[src/rtl/fpu_issue_scheduler.sv]
// Issue controller for the FPU: routes ops to the pipelined path or the iterative div/sqrt unit
// and reserves the shared writeback slot so that only one result retires per cycle.
module fpu_issue_scheduler #(
  parameter int PIPE_LATENCY = 4,
  parameter int DIV_CYCLES   = 26,
  parameter int TAG_WIDTH    = 4
) (
  input  logic                 clk,
  input  logic                 reset,
  input  logic                 flush,
  input  logic                 req_valid,
  input  logic [2:0]           req_op,
  input  logic [TAG_WIDTH-1:0] req_tag,
  output logic                 req_ready,
  output logic                 issue_pipe,
  output logic                 div_start,
  output logic                 div_step,
  output logic                 div_busy,
  output logic                 wb_valid,
  output logic [TAG_WIDTH-1:0] wb_tag,
  output logic                 wb_from_div,
  output logic                 wb_illegal,
  output logic [5:0]           in_flight,
  output logic                 idle
);

  localparam int CW = $clog2(DIV_CYCLES);

  typedef enum logic {D_IDLE = 1'b0, D_BUSY = 1'b1} dstate_t;

  dstate_t                state, state_next;
  logic [CW-1:0]          cnt;
  logic [DIV_CYCLES-1:0]  resv, resv_next;
  logic [TAG_WIDTH-1:0]   div_tag;
  logic [PIPE_LATENCY-1:0] tp_vld, tp_ill;
  logic [TAG_WIDTH-1:0]   tp_tag [PIPE_LATENCY];
  logic clear, is_div, is_illegal, hs, pipe_hs, retire, tail_vld;

  assign clear      = reset | flush;
  assign is_div     = (req_op == 3'd3) || (req_op == 3'd4);
  assign is_illegal = req_op[2] & (|req_op[1:0]);

  // resv[PIPE_LATENCY] is the slot a new pipelined op would occupy once the vector shifts
  always_comb begin
    req_ready = 1'b0;
    if (!clear) begin
      if (is_div) req_ready = (state == D_IDLE);
      else        req_ready = !resv[PIPE_LATENCY];
    end
  end

  assign hs         = req_valid & req_ready;
  assign pipe_hs    = hs & !is_div;
  assign issue_pipe = pipe_hs & !is_illegal;
  assign div_start  = hs & is_div;

  always_comb begin
    resv_next = {1'b0, resv[DIV_CYCLES-1:1]};
    if (pipe_hs)   resv_next[PIPE_LATENCY-1] = 1'b1;
    if (div_start) resv_next[DIV_CYCLES-1]   = 1'b1;
  end

  always_ff @(posedge clk) begin
    if (clear) resv <= '0;
    else       resv <= resv_next;
  end

  always_ff @(posedge clk) begin
    if (clear) begin
      tp_vld <= '0;
      tp_ill <= '0;
      for (int i = 0; i < PIPE_LATENCY; i++) tp_tag[i] <= '0;
    end else begin
      tp_vld[0] <= pipe_hs;
      tp_ill[0] <= is_illegal;
      tp_tag[0] <= req_tag;
      for (int i = 1; i < PIPE_LATENCY; i++) begin
        tp_vld[i] <= tp_vld[i-1];
        tp_ill[i] <= tp_ill[i-1];
        tp_tag[i] <= tp_tag[i-1];
      end
    end
  end

  always_ff @(posedge clk) begin
    if (clear)          div_tag <= '0;
    else if (div_start) div_tag <= req_tag;
  end

  // A retiring slot not claimed by the pipe tail must belong to the iterative unit
  assign retire      = resv[0] & !clear;
  assign tail_vld    = tp_vld[PIPE_LATENCY-1];
  assign wb_valid    = retire;
  assign wb_from_div = retire & !tail_vld;
  assign wb_illegal  = retire & tail_vld & tp_ill[PIPE_LATENCY-1];
  assign wb_tag      = !retire ? '0 : (tail_vld ? tp_tag[PIPE_LATENCY-1] : div_tag);

  always_ff @(posedge clk) begin
    if (clear) state <= D_IDLE;
    else       state <= state_next;
  end

  // Busy lasts DIV_CYCLES-1 cycles so the FSM is idle again in the retire cycle
  always_comb begin
    state_next = state;
    case (state)
      D_IDLE: if (div_start) state_next = D_BUSY;
      D_BUSY: if (cnt == CW'(1)) state_next = D_IDLE;
      default: state_next = D_IDLE;
    endcase
  end

  always_comb begin
    div_busy = (state == D_BUSY);
    div_step = (state == D_BUSY);
  end

  always_ff @(posedge clk) begin
    if (clear)              cnt <= '0;
    else if (div_start)     cnt <= CW'(DIV_CYCLES - 1);
    else if (state == D_BUSY) cnt <= cnt - CW'(1);
  end

  always_ff @(posedge clk) begin
    if (clear) in_flight <= '0;
    else begin
      case ({hs, retire})
        2'b10:   in_flight <= in_flight + 6'd1;
        2'b01:   in_flight <= in_flight - 6'd1;
        default: in_flight <= in_flight;
      endcase
    end
  end

  assign idle = !reset && (in_flight == 6'd0) && (state == D_IDLE);

endmodule

[config.mk]
export PLATFORM = sky130hd
export DESIGN_NAME = fpu_issue_scheduler
export DESIGN_NICKNAME = d
export VERILOG_FILES = /design/src/rtl/fpu_issue_scheduler.sv
export SDC_FILE = /design/constraint.sdc
export NUM_CORES = 1
export LEC_CHECK = 0
export BUFFER_PORTS_ARGS = -buffer_cell sky130_fd_sc_hd__buf_4
export CORE_ASPECT_RATIO = 1.25
export CORE_UTILIZATION = 60
export DETAILED_ROUTE_END_ITERATION = 10
export PLACE_DENSITY_LB_ADDON = 0.25
export SETUP_SLACK_MARGIN = 0.5
export SLEW_MARGIN = 15
export SYNTH_ARGS = -nofsm -noshare
export SYNTH_HDL_FRONTEND = slang
export SYNTH_SLANG_ARGS = --single-unit
[constraint.sdc]
create_clock -name clk -period 4.46 [get_ports clk]
set_input_delay 0.669 -clock clk [delete_from_list [all_inputs] [get_ports clk]]
set_output_delay 0.669 -clock clk [all_outputs]
set_load 0.01 [all_outputs]
==> out/metrics.cfg <==
[outcome]
outcome=finished clean

[drt]
met1Wirelength_um=1920
wl_um=4120
drc=0
drtIter0Drc=145
drtAntennaViolNets=0
wire_per_inst_um=12.8
highest_layer=met4
firstDrtPassIters=4
viasPerCell=4.98
vias=1598
met3_length_um=157
met2_length_um=1960

[synthesis]
ys_async_sr_fraction_pct=0
synth_cell_types=43
synth_ff_type=dfxtp_1
synthAdderAreaFrac_pct=2.60
synthCells=235
synth_area_leaders=dfxtp_1 (55%), and2_1 (12%), mux2i_1 (5.8%)
netlist.area_leader.share_pct=54.8
synth_seq_cells=66
synthXorXnorAreaFrac_pct=2.18
synth_nets=251
synth_seq_area_share_pct=54.8
ys_top_cells_by_count=dfxtp_1 (66), and2_1 (47), nor2_1 (21)
synth_area_leader_cell=dfxtp_1
synth_edf_count=0
synthMuxAreaShare_pct=5.82
avgSynthCellArea_sq_um=10.3
synth_top_family_by_area=simple AND/OR/NAND/NOR gates
synth_area_sq_um=2410
synth_compound_area_share_pct=6.85
synth_most_common_cell=dfxtp_1
synthSimpleGateAreaFrac_pct=24.0
ys.warnings.count=0

[floorplanning]
start_util_pct=63.1
io_pins=30
num_rows=25
chipHeight_um=72.9
core_area_sq_um=3820
dieArea_sq_um=4280
die_w_um=58.7

[job]
maxCapViolCount=0

[critical_path]
endpoint_kind=flip-flop
cpPeakStageDelay_ps=440
worstReg2RegStart=div_busy
critical_path.max_fanout=10
path_buf_inv=1
cp-startpoint=req_op[1]
crit_chain=buf_4, nor3b_1, nor2_1, mux2i_1, nand3_1, ha_1, xor2_1, ha_1, a21oi_1, or3b_2, a31oi_1, mux2i_1
worst_ep_arrival_time_ps=3270
criticalPathCategory=in -> reg
required_ps=4720
cp_top_family=simple AND/OR/NAND/NOR gates
crit_path_top_delay_cell=or3b_2
critPathLaunchType=input pin

[power]
p_leak_nw=1.21
p_sw_mw=0.228
power.density_nw_per_um2=387
ir_worst_vdd_mv=0.299
p_int_mw=0.865
pwr-share-clk_pct=41.2
p_sw_share_pct=20.9
p_comb_share_pct=4.1
pwr-share-seq_pct=54.8

[clock_tree]
post_cts_buffers=0
clk_latency_ps=330
cts-root-buf=clkbuf_8
clockBufferDepth=2
hold_buffers=0
cts_buffers=9
cts.repair.resized=0
cts_tree=built
htree_levels=3
clkTransAtPathRegs_ps=70
clock_sinks=66

[global_routing]
grt_max_degree=31
grt_pass1_vias=1565
grt_antenna_before_repair=0
grt_first_pass_wirelength_um=7000
grt.total_usage_pct=22.9
grt_overflow=0

[final_layout]
n_fill_cell=278
multi_input_area_sq_um=1000
drive_above_1_share_pct=20.6
seq_area_sq_um=1320
fin_area_sq_um=2830
syn_to_final_growth_pct=17.2
antenna_cells=0
final_nets=280

[place]
dpl.hpwl_um=2660
gp_congestion=0.882
io_buffer_count=29
placed_area_sq_um=2650

[min_path]
hold_class=reg -> reg
holdCritStartpoint=tp_vld[0]

[timing]
setup_viol=0
slew-limit-headroom_pct=72.1
tightestPinTransition_ps=408
rsz0062_at_grt=no
fin_skew_ps=6.49
period_share_pct=67.6
fmax_mhz=332
hold_violations=0
final_max_slew_viol_count=0
finalSetupTns_ps=0
period_minus_slack_ps=3010

-- worst reg2reg max path, cell delays in order, from the launching register on --
cell     delay (ps)
dfxtp_1         570
mux2i_1         160
nand3_1         150
ha_1            350
xor2_1          190
ha_1            230
a21oi_1          80
or3b_2          440
a31oi_1         210
mux2i_1         200
-- power groups by stage --
stage | Combinational (mW) | Sequential (mW) | Clock, mW
floorplan | 0.0264 | 0.611 | 0
global placement | 0.0435 | 0.612 | 0
detailed placement | 0.0441 | 0.612 | 0
CTS | 0.0449 | 0.599 | 0.460
global route | 0.0496 | 0.599 | 0.487
finish | 0.0443 | 0.599 | 0.450
-- cell families (layout without fill, tap and decap cells) --
group                    after synthesis  count (layout)
multiplexers                          14              14
AND/OR/NAND/NOR                      100             100
buffers and inverters                 20              52
XOR/XNOR                               6               6
adder cells (fa/ha/maj)                5               5
flip-flops                            66              66
AO/OA/AOI/OAI                         24              24
-- placed cells by master, fill, tap and decap left out, types with 2 or more instances in the layout --
master / n
nor3_1: 3
or2_2: 3
clkinv_2: 3
mux2i_1: 14
nand2_1: 7
o21ai_0: 3
xnor2_1: 4
buf_4: 32
a211o_1: 2
inv_1: 6
nand3_1: 2
ha_1: 5
and2_1: 47
xor2_1: 2
clkbuf_8: 9
dfxtp_1: 66
a21oi_1: 11
nor2_1: 20
or3_1: 3
and3b_1: 2
-- per-layer routing --
metal  GRT usage (%)  vias to the layer above
met1            27.8                      719
met5               0                        -
met4            15.1                        0
met2            35.5                       38
met3            6.38                        8
li1                -                      833
-- state kept, by name (all words and copies together), names as in the netlist --
register	cells
resv	26
tp_tag	16
in_flight	6
cnt	5
div_tag	4
tp_ill	4
tp_vld	4
div_busy	1
-- path summary, 6_finish.rpt --
kind	end	cells after the start	slack [ps]
hold reg to reg	tp_vld[1]	1	420
setup reg to reg	in_flight[4]	9	1820
setup / recovery	in_flight[4]	12	1450
hold / removal	tp_vld[1]	1	420
-- cell type report --
type                       count  share of cell area (%)
multi-input combinational    149                    35.4
tap                           54                    2.39
clock buffer                  10                    4.52
timing repair buffer          32                    8.50
sequential                    66                    46.8
inverter                       6                   0.797
clock inverter                 4                    1.59
-- metrics by stage --
step / power [mW] / utilization [%] / worst slack (ps) / hold WS (ps) / instances
4_1_cts: 1.10 / 74.0 / 1470 / 426 / 321
5_1_grt: 1.14 / 74.0 / 1160 / 434 / 321
6_report: 1.09 / 74.0 / 1450 / 423 / 321
3_3_place_gp: 0.656 / 69.5 / 1280 / 407 / 307
3_5_place_dp: 0.656 / 69.5 / 1180 / 411 / 307
2_1_floorplan: 0.637 / - / 1500 / 406 / 235
(Power assumes the default switching activity.)
